### config.mk
export PLATFORM = sky130hd
export DESIGN_NAME = alu_issue_stage
export DESIGN_NICKNAME = d
export VERILOG_FILES = /design/src/rtl/alu_issue_stage.sv
export SDC_FILE = /design/constraint.sdc
export NUM_CORES = 1
export LEC_CHECK = 0
export CAP_MARGIN = 30
export CORE_MARGIN = 2
export CORE_UTILIZATION = 40
export DETAILED_ROUTE_END_ITERATION = 12
export PLACE_DENSITY_LB_ADDON = 0.1
export RECOVER_POWER = 100
export SLEW_MARGIN = 10
export SYNTH_ARGS = -nofsm -noshare
export SYNTH_HDL_FRONTEND = slang
export SYNTH_SLANG_ARGS = --single-unit
export TNS_END_PERCENT = 10
### constraint.sdc
create_clock -name clk -period 9.1 [get_ports clk]
set_input_delay 2.275 -clock clk [delete_from_list [all_inputs] [get_ports clk]]
set_output_delay 2.275 -clock clk [all_outputs]
set_load 0.005 [all_outputs]
### src/rtl/alu_issue_stage.sv
// ---------------------------------------------------------------------------
// alu_issue_stage
//   ID/EX pipeline register sitting directly in front of the ALU. Captures the
//   decoded operands and control every cycle, forwards EX/MEM and MEM/WB
//   results into the ALU operands, and holds decode (with a bubble into EX)
//   when the instruction in EX is a load that the decoding instruction reads.
//
// Ports
//   clk, rst                 clock, synchronous active-high reset
//   flush                    kill the instruction entering ID/EX
//   id_*                     decoded instruction fields from decode
//   mem_reg_write/rd/result  EX/MEM writeback candidate for forwarding
//   wb_reg_write/rd/result   MEM/WB writeback candidate for forwarding
//   stall                    combinational decode/fetch hold
//   ex_valid, alu_ctl        registered valid and ALU op
//   a_in, b_in               forwarded ALU operands
//   ex_store_data            forwarded rt value for stores
//   ex_rd, ex_reg_write,
//   ex_mem_read, ex_mem_write  registered destination and control
// ---------------------------------------------------------------------------
module alu_issue_stage #(
    parameter int WIDTH   = 32,
    parameter int RADDR_W = 5
) (
    input  logic               clk,
    input  logic               rst,
    input  logic               flush,
    input  logic               id_valid,
    input  logic [4:0]         id_alu_ctl,
    input  logic [WIDTH-1:0]   id_rs_val,
    input  logic [WIDTH-1:0]   id_rt_val,
    input  logic [WIDTH-1:0]   id_imm,
    input  logic [RADDR_W-1:0] id_rs,
    input  logic [RADDR_W-1:0] id_rt,
    input  logic [RADDR_W-1:0] id_rd,
    input  logic               id_alu_src,
    input  logic               id_reg_write,
    input  logic               id_mem_read,
    input  logic               id_mem_write,
    input  logic               mem_reg_write,
    input  logic [RADDR_W-1:0] mem_rd,
    input  logic [WIDTH-1:0]   mem_result,
    input  logic               wb_reg_write,
    input  logic [RADDR_W-1:0] wb_rd,
    input  logic [WIDTH-1:0]   wb_result,
    output logic               stall,
    output logic               ex_valid,
    output logic [4:0]         alu_ctl,
    output logic [WIDTH-1:0]   a_in,
    output logic [WIDTH-1:0]   b_in,
    output logic [WIDTH-1:0]   ex_store_data,
    output logic [RADDR_W-1:0] ex_rd,
    output logic               ex_reg_write,
    output logic               ex_mem_read,
    output logic               ex_mem_write
);

    logic               vld_p1;
    logic [4:0]         alu_ctl_p1;
    logic [RADDR_W-1:0] rs_p1;
    logic [RADDR_W-1:0] rt_p1;
    logic [RADDR_W-1:0] rd_p1;
    logic [WIDTH-1:0]   rs_val_p1;
    logic [WIDTH-1:0]   rt_val_p1;
    logic [WIDTH-1:0]   imm_p1;
    logic               alu_src_p1;
    logic               reg_write_p1;
    logic               mem_read_p1;
    logic               mem_write_p1;
    logic [WIDTH-1:0]   fwd_rt;

    // Operand select: EX/MEM has the younger value so it wins over MEM/WB.
    // Index 0 is never forwarded; the register-file value (0) is used instead.
    function automatic logic [WIDTH-1:0] fwd_sel(
        input logic [RADDR_W-1:0] idx,
        input logic [WIDTH-1:0]   reg_val,
        input logic               m_we,
        input logic [RADDR_W-1:0] m_rd,
        input logic [WIDTH-1:0]   m_val,
        input logic               w_we,
        input logic [RADDR_W-1:0] w_rd,
        input logic [WIDTH-1:0]   w_val
    );
        if (m_we && (m_rd != '0) && (m_rd == idx))
            return m_val;
        else if (w_we && (w_rd != '0) && (w_rd == idx))
            return w_val;
        else
            return reg_val;
    endfunction

    // Load-use hazard: the load in EX has no result yet, so decode must wait.
    assign stall = id_valid & vld_p1 & mem_read_p1 & (rd_p1 != '0) &
                   ((rd_p1 == id_rs) | (rd_p1 == id_rt));

    // ---- ID -> EX boundary (p1) ----
    // A bubble clears every field so its indices are 0 and it cannot forward
    // or trigger a stall.
    always_ff @(posedge clk) begin
        if (rst || flush || stall) begin
            vld_p1       <= 1'b0;
            alu_ctl_p1   <= '0;
            rs_p1        <= '0;
            rt_p1        <= '0;
            rd_p1        <= '0;
            rs_val_p1    <= '0;
            rt_val_p1    <= '0;
            imm_p1       <= '0;
            alu_src_p1   <= 1'b0;
            reg_write_p1 <= 1'b0;
            mem_read_p1  <= 1'b0;
            mem_write_p1 <= 1'b0;
        end else begin
            vld_p1       <= id_valid;
            alu_ctl_p1   <= id_alu_ctl;
            rs_p1        <= id_rs;
            rt_p1        <= id_rt;
            rd_p1        <= id_rd;
            rs_val_p1    <= id_rs_val;
            rt_val_p1    <= id_rt_val;
            imm_p1       <= id_imm;
            alu_src_p1   <= id_alu_src;
            reg_write_p1 <= id_reg_write;
            mem_read_p1  <= id_mem_read;
            mem_write_p1 <= id_mem_write;
        end
    end

    // ---- EX operand forwarding (combinational on p1 indices) ----
    assign a_in   = fwd_sel(rs_p1, rs_val_p1, mem_reg_write, mem_rd, mem_result,
                            wb_reg_write, wb_rd, wb_result);
    assign fwd_rt = fwd_sel(rt_p1, rt_val_p1, mem_reg_write, mem_rd, mem_result,
                            wb_reg_write, wb_rd, wb_result);

    assign b_in          = alu_src_p1 ? imm_p1 : fwd_rt;
    assign ex_store_data = fwd_rt;

    assign ex_valid     = vld_p1;
    assign alu_ctl      = alu_ctl_p1;
    assign ex_rd        = rd_p1;
    // Control is gated so an invalid slot can never write or touch memory.
    assign ex_reg_write = vld_p1 & reg_write_p1;
    assign ex_mem_read  = vld_p1 & mem_read_p1;
    assign ex_mem_write = vld_p1 & mem_write_p1;

endmodule

==> Yosys cells after proc, flatten, opt, wreduce, memory -nomap -nowiden <==
Cells that the tools add are included.
{ "word_totals": {"reg_bits": 121, "in_bits": 200, "out_inout_bits": 111, "wordCells": 42} }
{ "classes": {"eq_ne": 6, "mux": 5, "bitwise": 8, "reduce_logical": 11} }
{ "op_table": {"columns": ["cell", "n"], "rows": [
  ["32-bit 2-to-1 mux", 5],
  ["5-bit == test", 6],
  ["5-bit nonzero test", 3],
  ["1-bit bitwise AND", 7],
  ["1-bit logical AND", 6],
  ["1-bit logical OR", 2],
  ["1-bit OR", 1]
]} }

==> Logic depth before layout (Yosys ltp) <==
Gate-level depths: netlist of the first run.
{ "depth": {"depth_word": 6, "depth_mapped": 7} }

==> Worst setup path after synthesis of the first run <==
OpenSTA, ideal clock, no wires.
{ "synth_timing": {"path_kind": "input -> output", "startpoint": "input mem_rd[1]", "endpoint": "output b_in[22]", "arrival_ps": 3786, "required_ps": 6825, "setup_slack_ps": 3039, "cell_stages": 7, "cell_sequence": "or4_1 -> o211ai_2 -> or2_1 -> buf_2 -> buf_4 -> a31oi_1 -> mux2_2"} }
{ "synth_via": {"elab_chain_cells": 5, "elab_cells_between_ends": 6, "classes_between": "1 x eq/ne; 2 x mux; 3 x reduce/logical"} }
{ "synth_rtl": {"columns": ["element", "line_no", "text"], "rows": [
  ["from (decl)", "41", "input logic [RADDR_W-1:0] mem_rd,"],
  ["5-bit nonzero test", "84", "if (m_we && (m_rd != '0) && (m_rd == idx))"],
  ["1-bit logical AND", "84", null],
  ["1-bit logical AND *", "84", null],
  ["32-bit 2-to-1 mux *", "84", null],
  ["named net ex_store_data[22]", "51", "output logic [WIDTH-1:0] ex_store_data,"],
  ["32-bit 2-to-1 mux *", "135", "assign b_in = alu_src_p1 ? imm_p1 : fwd_rt;"],
  ["to (decl)", "50", "output logic [WIDTH-1:0] b_in,"]
]} }
Mark *: on every way through the listed nets, which the timed path passes. The rest lies on a longest branch.

==> Worst setup path after layout of the first run <==
{ "layout_timing": {"startpoint": "input mem_rd[2]", "endpoint": "output b_in[24]"} }
{ "layout_via": {"elab_chain_cells": 5, "elab_cells_between_ends": 6, "classes_between": "1 x eq/ne; 2 x mux; 3 x reduce/logical"} }
{ "layout_rtl": {"columns": ["element", "line_no"], "rows": [
  ["5-bit nonzero test", "84"],
  ["1-bit logical AND", "84"],
  ["1-bit logical AND *", "84"],
  ["32-bit 2-to-1 mux *", "84"],
  ["32-bit 2-to-1 mux *", "135"]
]} }
Mark *: on every way between the ends. The rest lies on a longest branch, timed or not.

==> metrics, run 1 <==
status=finished, violations left; violated checks=max-capacitance violations, max-slew violations; total gr overflow=0; fin crit share=89.5%; worst-margin pin slew=2.29 ns; Period minus WS final=8.14 ns; Async S/R FF share, synth=0%; Setup crit start kind=input port; Buffers on Ports=310; gp weighted congestion=0.862; Compound-Gate Fraction of Synth Area=10.8%; Simple-Gate Fraction of Synth Area=24.0%; crit path DAT=5.87 ns; Seq/Total Area, Yosys=42.9%; slowest CP cell=or2_0; Worst R2R Start=ex_rd[2]$_SDFF_PP0_; HP Start=ex_rd[0]$_SDFF_PP0_; Synth Area in Adders=0%; starting density of the core=40.8%; Post-Syn Instances=638; Clock Skew=0.00753 ns; Total Routing Usage GR=25.3%; die area=15,100 um^2; total power=0.00140 W; post-DP HPWL=14.0 mm; Pins Over Slew Limit=123; final hold viol count=0; CP Max Fanout=17; crit path capture type=output port; maximum clock insertion buffer count=2; FMAX=123 MHz; Hold Crit Class=reg2reg; first-pass GRT wire length=28.9 mm; max cap viols=2; area grow syn2layout=66.1%; I/O pins=311; Post-Synth XOR/XNOR Area=4.66%; DIE WIDTH=123 um; Post-CTS Resized=0; final count of negative-setup-slack endpoints=0; total number of vias=5,530; clk root buf=clkbuf_16; post-synthesis mux area share=11.7%; nets=1,126; Worst slew margin=-52.9%; total wire length=19.2 mm; crit-path max cell delay=0.79 ns; EDFF count, synth=0; Pleak=3.79 nW; cts hold-fix bufs=0; RSZ-0062 raised after global routing=false; Worst-Skew Late Latency=0.41 ns; setup tns final=0 ns; CP Cell Sequence=dlygate4sd3_1, or4_1, o211ai_4, or2_0, buf_4, a31oi_1, mux2_2, dlygate4sd3_1; clk sinks=121; CP startpoint=mem_rd[2]; post-CTS setup repair buffer count=0; DRC Markers=0; initial antenna violation count=0; H-tree depth=4; Critical Path RT=6.83 ns; total core area=13,800 um^2; Synth Net Count=838; share of cells above drive strength 1=7.27%; WL per Instance=17.3 um; vias in the first global route=5,725; CTS tree=done; Post-synth top flop=dfxtp_1; Num CTS Buffers=17; main combinational cell family by area after synthesis=simple AND/OR/NAND/NOR gates; first drt pass iteration count=4; DRT antenna net count=0; Clock Pin Slew Worst Setup and Hold Paths=0.05 ns; worst vdd ir=0.000117 V; WS Path Type=in2out; vias per cell=4.96; Synth Register Bits=121; synthesized cell area=5640 um^2; site row count=43; Die Span Y=123 um; pwr dens=150 nW/um^2; initial DRC count=375; most frequent CP cell=dlygate4sd3_1; Synth warnings=0; library cells used by synthesis=32; diode count=0; syn avg cell area=8.84 um^2; largest net degree at the start of global routing=68
## per-layer routing
metal	wire length, um	track usage, %	vias up
li1	-	-	2711
met4	424	9.41	0
met2	9580	44.0	242
met3	1880	9.80	32
met5	0	0	-
met1	7360	27.7	2545
## where the power goes
| part | internal (W) | switching [W] | total [W] |
|---|---|---|---|
| Clock | 0.000383 | 0.000219 | 0.000602 |
| Combinational | 0.000152 | 0.0000858 | 0.000238 |
| Sequential | 0.000552 | 0.0000102 | 0.000562 |
| Total | 0.00109 | 0.000315 | 0.00140 |
## area by class of cell
type | count | area, um^2
fillers | 1098 | 4460
repair buffers | 318 | 3170
well taps | 180 | 225
flip-flops and latches | 121 | 2420
inverters | 31 | 116
clock buffers | 25 | 515
multi-input cells | 437 | 2910
clock inverters | 3 | 15.0
## critical path, delay by kind of cell
family / cells / cell delay [ns]
buffers and inverters: 3 / 1.57
AOI/OAI and AO/OA: 2 / 0.33
muxes: 1 / 0.29
and+or+nand+nor: 2 / 1.38
## per-stage QoR
stage	hold WS (ns)	std cells	area, um^2	util [%]	setup WS [ns]
2_1_floorplan	1.00	638	5640	-	3.04
3_3_place_gp	1.23	1086	8830	63.9	1.48
3_5_place_dp	1.24	1087	8850	64.0	1.48
4_1_cts	1.25	1115	9380	67.8	1.47
5_1_grt	2.14	1115	9370	67.8	0.772
6_report	1.93	1115	9370	67.8	0.958
## cell usage in the layout, fill, tap and decap left out, drive strengths merged, types with 30 or more instances in the layout
cell           instances
dfxtp                121
nor3                  31
dlygate4sd3          104
and2                 125
a21oi                 32
nor2                  39
a31oi                 30
clkdlybuf4s50        206
or3                   30
mux2i                 32
inv                   31
mux2                  30
o21ai                 31
## Yosys cell counts, types with 5 or more instances
cell type / number / share of area, %
clkbuf_2: 9 / 0.80
buf_1: 7 / 0.47
nor2_1: 39 / 2.6
clkbuf_1: 21 / 1.4
xnor2_1: 27 / 4.2
or3_1: 30 / 3.3
inv_1: 31 / 2.1
dfxtp_1: 121 / 43
nor3_1: 31 / 2.8
and2_1: 125 / 14
a31oi_1: 30 / 3.3
a21oi_1: 32 / 2.8
buf_2: 9 / 0.80
mux2_2: 30 / 6.0
o21ai_0: 30 / 2.7
nand2_1: 5 / 0.33
mux2i_1: 32 / 5.7
## logic make-up (layout without fill, tap and decap cells)
logic type      count (synthesis)  in the layout
flops                         121            121
mux                            62             62
buf+inv                        80            377
simple gates                  240            240
xor+xnor                       30             30
compound gates                105            105
## state kept, by name, summed over array words and instances, names as in the netlist
register,count
rt_val_p1,32
rs_p1,5
rs_val_p1,32
ex_valid,1
alu_ctl,5
imm_p1,32
ex_rd,5
reg_write_p1,1
mem_read_p1,1
mem_write_p1,1
rt_p1,5
alu_src_p1,1
## worst paths after layout
| check | end | slack, ns | cells after the start |
|---|---|---|---|
| setup reg to reg | rt_val_p1[11]$_SDFF_PP0_ | 5.68 | 5 |
| hold / removal | ex_rd[2]$_SDFF_PP0_ | 1.93 | 4 |
| setup / recovery | b_in[24] | 0.96 | 8 |
| hold reg to reg | ex_rd[2]$_SDFF_PP0_ | 1.93 | 4 |
No activity file was read; power rests on OpenSTA's default activity.
==> run 2: changes to the inputs <==
CORE_MARGIN = unset   (was 2)
PLACE_DENSITY = 0.83   (was unset)
PLACE_DENSITY_LB_ADDON = unset   (was 0.1)
SLEW_MARGIN = 20   (was 10)
==> run 2 against run 1 <==
- critical path depth unchanged
- critical endpoint is now b_in[1]
- largest cell class unchanged
- the flow still finishes with violations (max-capacitance violations, max-slew violations)
- routed wire length increased by 0.96%
- core utilization increased by 0.33 points
- largest power group unchanged
- clock skew decreased by 0.0022 ns
- highest routed layer unchanged
- die area decreased by 3.2%
- hold slack got worse by 0.79 ns
==> metrics, run 2 (synthesis results as in run 1) <==
Post-CTS Resized=0; RSZ-0062 raised after global routing=false; Sw Share=22.0%; Hold Crit Class=reg2reg; Cells on Worst Hold Path=4; r2r setup slk=3.78 ns; worst-margin pin slew=3.65 ns; FMAX=119 MHz; Clock Pin Slew Worst Setup and Hold Paths=0.05 ns; maximum clock insertion buffer count=2; die area=14,600 um^2; pwr dens=159 nW/um^2; largest registers=imm_p1 (32), rs_val_p1 (32), rt_val_p1 (32); total number of vias=5,596; diode count=0; initial DRC count=369; slowest CP cell=or2_0; H-tree depth=4; final count of negative-setup-slack endpoints=0; fin crit share=92.2%; Die Span Y=121 um; post-DP HPWL=13.6 mm; CP Cell Sequence=dlygate4sd3_1, or4_1, o211ai_1, or2_0, buf_4, a31oi_1, mux2_2, dlygate4sd3_1; Logic pwr share=15.9%; WL per Instance=17.4 um; area grow syn2layout=66.9%; Worst R2R Start=ex_rd[1]$_SDFF_PP0_; vias in the first global route=5,443; DRT antenna net count=0; Period minus WS final=8.39 ns; crit-path max cell delay=1.03 ns; Buffers on Ports=310; setup tns final=0 ns; Setup crit start kind=input port; share of cells above drive strength 1=7.36%; I/O pins=311; internal power=0.00117 W; vias per cell=5.01; first drt pass iteration count=4; Worst Hold Slack=1.14 ns; violated checks=max-capacitance violations, max-slew violations; initial antenna violation count=0; DIE WIDTH=121 um; Clock Skew=0.00534 ns; site row count=43; Clk pwr share=46.5%; status=finished, violations left; CTS tree=done; WS Path Type=in2out; CP startpoint=mem_rd[1]; CP Max Fanout=19; Pleak=3.81 nW; number of buffers and inverters on the critical path=3; total wire length=19.4 mm; RR Endpoint=rt_val_p1[25]$_SDFF_PP0_; nets=1,125; CP endpoint=b_in[1]; clk sinks=121; cts hold-fix bufs=0; Num CTS Buffers=17; most frequent CP cell=dlygate4sd3_1; Worst-Skew Late Latency=0.41 ns; worst r2r path cells=5; WP depth=8; gp weighted congestion=0.933; largest delay contributor family on the critical path=simple AND/OR/NAND/NOR gates; largest net degree at the start of global routing=109; sequential power share=37.6%; crit path capture type=output port; commonest non-fill, non-tap cells in the layout=clkdlybuf4s50_1, dfxtp_1, dlygate4sd3_1; Critical Path RT=6.83 ns; first-pass GRT wire length=29.0 mm; total gr overflow=0; Total Routing Usage GR=26.5%; clk root buf=clkbuf_16; final hold viol count=0; worst vdd ir=0.000138 V; sw power=0.000329 W; DRC Markers=0; starting density of the core=40.8%; crit path DAT=6.11 ns; Pins Over Slew Limit=109; total core area=13,800 um^2; commonest non-fill, non-tap cell in the layout=clkdlybuf4s50_1; post-CTS setup repair buffer count=0; max cap viols=1; Worst slew margin=-143%
## run 2: changes by cell type in the layout (fill, tap and decap cells not counted), sizes merged
cell           before  now
clkbuf             28   25
clkdlybuf4s50     206  207
dlygate4sd3       104  103
buf                 5    6
bufinv              0    3
clkinv              3    5
## run 2: routing by layer
metal  GRT usage [%]  up-vias  wire [um]
met1            29.4     2563       7430
met2            45.2      263       9670
met5               0        -          0
met3            8.02       52       1610
li1                -     2718          -
met4            14.3        0        728
## run 2: metrics by stage
step	setup WS, ns	std cells	total power, W	area (um^2)	utilization (%)
2_1_floorplan	3.04	638	0.000653	5640	-
3_3_place_gp	1.41	1086	0.000819	8830	63.9
3_5_place_dp	1.36	1086	0.000822	8830	63.9
4_1_cts	1.33	1118	0.00152	9450	68.3
5_1_grt	0.568	1118	0.00155	9420	68.1
6_report	0.714	1118	0.00150	9420	68.1
## run 2: how the worst min path moves through the flow
stage / start / to
after detailed placement: mem_read_p1$_SDFF_PP0_ / ex_rd[2]$_SDFF_PP0_
final: mem_read_p1$_SDFF_PP0_ / alu_ctl[4]$_SDFF_PP0_
after global placement: mem_read_p1$_SDFF_PP0_ / mem_write_p1$_SDFF_PP0_
after CTS: mem_read_p1$_SDFF_PP0_ / ex_rd[2]$_SDFF_PP0_
after global routing: ex_rd[0]$_SDFF_PP0_ / alu_ctl[4]$_SDFF_PP0_
after floorplan: ex_rd[0]$_SDFF_PP0_ / alu_ctl[4]$_SDFF_PP0_
## run 2: cell type report
| class | instances | area, um^2 |
|---|---|---|
| multi-input combinational | 437 | 2880 |
| timing repair buffer | 317 | 3150 |
| sequential | 121 | 2420 |
| fill | 1073 | 4410 |
| clock inverter | 8 | 115 |
| tap | 180 | 225 |
| clock buffer | 24 | 502 |
| inverter | 31 | 116 |
## run 2: power groups by stage
stage                     clock network (W)   logic, W  registers (W)
after floorplan                           0  0.0000845       0.000568
after global placement                    0   0.000247       0.000572
after detailed placement                  0   0.000249       0.000573
after CTS                          0.000704   0.000252       0.000562
after global routing               0.000734   0.000256       0.000564
final                              0.000696   0.000238       0.000562
## run 2: tightest hold or removal path, delay by kind of cell, from the launching register on
kind | cells | cell delay [ns]
flops | 1 | 0.30
compound gates | 2 | 0.44
simple gates | 2 | 0.36
==> run 3: changes to the inputs <==
CORE_MARGIN = 8   (was unset)
CORE_UTILIZATION = 39   (was 40)
PLACE_DENSITY = 0.81   (was 0.83)
clock period = 9.3 ns   (was 9.1 ns; I/O delays follow)
==> run 3 against run 2 <==
- the run still ends with max-capacitance violations, max-slew violations left
- via count about the same
- global-route usage down 3.7 points
- cell count up 0.45%
- routed wire length up 12%
- critical path type unchanged
- largest cell class unchanged
==> metrics, run 3 (synthesis results as in run 1) <==
final count of negative-setup-slack endpoints=0; Final Util=65.8%; post-CTS setup repair buffer count=0; Post-CTS Resized=0; total wire length=21.8 mm; crit path capture type=output port; crit path DAT=6.15 ns; DRC Markers=0; H-tree depth=4; violated checks=max-capacitance violations, max-slew violations; FILL cells=1,191; gp weighted congestion=0.903; Worst slew margin=-133%; max cap viols=1; Hold Crit Class=reg2reg; metal3 WL=1.82 mm; first drt pass iteration count=6; vias per cell=4.98; total core area=14,300 um^2; commonest non-fill, non-tap cells in the layout=clkdlybuf4s50_1, dfxtp_1, dlygate4sd3_1; total gr overflow=0; DR top layer=met5; FMAX=118 MHz; nets=1,126; metal2 WL=11.0 mm; Clock Pin Slew Worst Setup and Hold Paths=0.05 ns; slowest CP cell=o211ai_1; pwr dens=154 nW/um^2; Pleak=3.78 nW; DIE WIDTH=136 um; cts hold-fix bufs=0; dpl ws=1.49 ns; largest delay contributor family on the critical path=buffers and inverters; clk root buf=clkbuf_16; largest net degree at the start of global routing=120; area grow syn2layout=66.9%; Die Span Y=136 um; first-pass GRT wire length=32.2 mm; Pins Over Slew Limit=101; r2r setup slk=4.31 ns; share of cells above drive strength 1=7.36%; worst-margin pin slew=3.49 ns; fin crit share=91.1%; commonest non-fill, non-tap cell in the layout=clkdlybuf4s50_1; maximum clock insertion buffer count=2; status=finished, violations left; Num CTS Buffers=17; Final WS setup=0.826 ns; WL per Instance=19.4 um; worst vdd ir=0.000117 V; setup tns final=0 ns; number of buffers and inverters on the critical path=3; starting density of the core=39.4%; I/O pins=311; CTS tree=done; M1 wire length=8.31 mm; Setup crit start kind=input port; RSZ-0062 raised after global routing=false; total number of vias=5,591; die area=18,600 um^2; CP Cell Sequence=clkdlybuf4s50_1, or4_1, o211ai_1, or2_0, buf_4, a31oi_1, mux2_2, dlygate4sd3_1; final hold viol count=0; WS Path Type=in2out; Critical Path RT=6.98 ns; crit-path max cell delay=1.07 ns; Buffers on Ports=310; initial DRC count=290; Period minus WS final=8.47 ns; Total Routing Usage GR=22.8%; DRT antenna net count=0; CP Max Fanout=32; largest registers=imm_p1 (32), rs_val_p1 (32), rt_val_p1 (32); site row count=44; initial antenna violation count=2; post-DP HPWL=15.9 mm; vias in the first global route=5,801; clk sinks=121; Clock Skew=0.00806 ns; Worst-Skew Late Latency=0.42 ns
-- run 3: changes by cell type in the layout (fill, tap and decap cells not counted), moves of 2 or more --
cell / previous run / this run
and2_1: 63 / 65
dlygate4sd3_1: 103 / 97
and2_0: 62 / 60
clkdlybuf4s50_1: 207 / 213
clkinv_2: 5 / 3
clkinvlp_4: 0 / 2
-- run 3: through the flow --
| step | cell area (um^2) | instances | hold WS [ns] | power (W) |
|---|---|---|---|---|
| floorplan | 5640 | 638 | 1.00 | 0.000639 |
| global placement | 8840 | 1090 | 0.900 | 0.000805 |
| detailed placement | 8840 | 1090 | 0.910 | 0.000808 |
| CTS | 9430 | 1121 | 0.916 | 0.00147 |
| global route | 9410 | 1123 | 0.975 | 0.00150 |
| finish | 9410 | 1123 | 0.931 | 0.00145 |
-- run 3: worst reg2reg max path, stage by stage, from the launching register on --
cell	delay [ns]
dfxtp_1	0.34
or4_1	0.54
o211a_1	0.26
a211oi_4	0.26
clkbuf_1	0.60
clkbuf_1	2.50
and2_1	0.43
-- run 3: worst paths after layout --
kind	start	end	cells past startpoint
hold / removal	ex_rd[0]$_SDFF_PP0_	ex_rd[2]$_SDFF_PP0_	3
hold reg to reg	ex_rd[0]$_SDFF_PP0_	ex_rd[2]$_SDFF_PP0_	3
setup reg to reg	ex_rd[1]$_SDFF_PP0_	imm_p1[4]$_SDFF_PP0_	6
setup / recovery	mem_rd[1]	b_in[21]	8
-- run 3: report_power, final --
part	total (W)	switching, W	internal, W
combinational	0.000236	0.0000868	0.000149
clock	0.000664	0.000237	0.000427
sequential	0.000550	0.00000998	0.000540
-- run 3: area by class of cell --
cell class	count	area [um^2]	area share, %
antenna	1	2.50	0.0266
sequential	121	2420	25.7
multi-input combinational	437	2900	30.8
timing repair buffer	318	3150	33.5
clock inverter	7	90.1	0.957
inverter	31	116	1.24
tap	184	230	2.45
clock buffer	24	502	5.33
-- run 3: routing by layer --
| layer | vias to the layer above | track usage [%] |
|---|---|---|
| met5 | - | 0 |
| met1 | 2565 | 24.4 |
| met2 | 249 | 40.3 |
| met3 | 45 | 7.58 |
| li1 | 2730 | - |
| met4 | 2 | 9.82 |
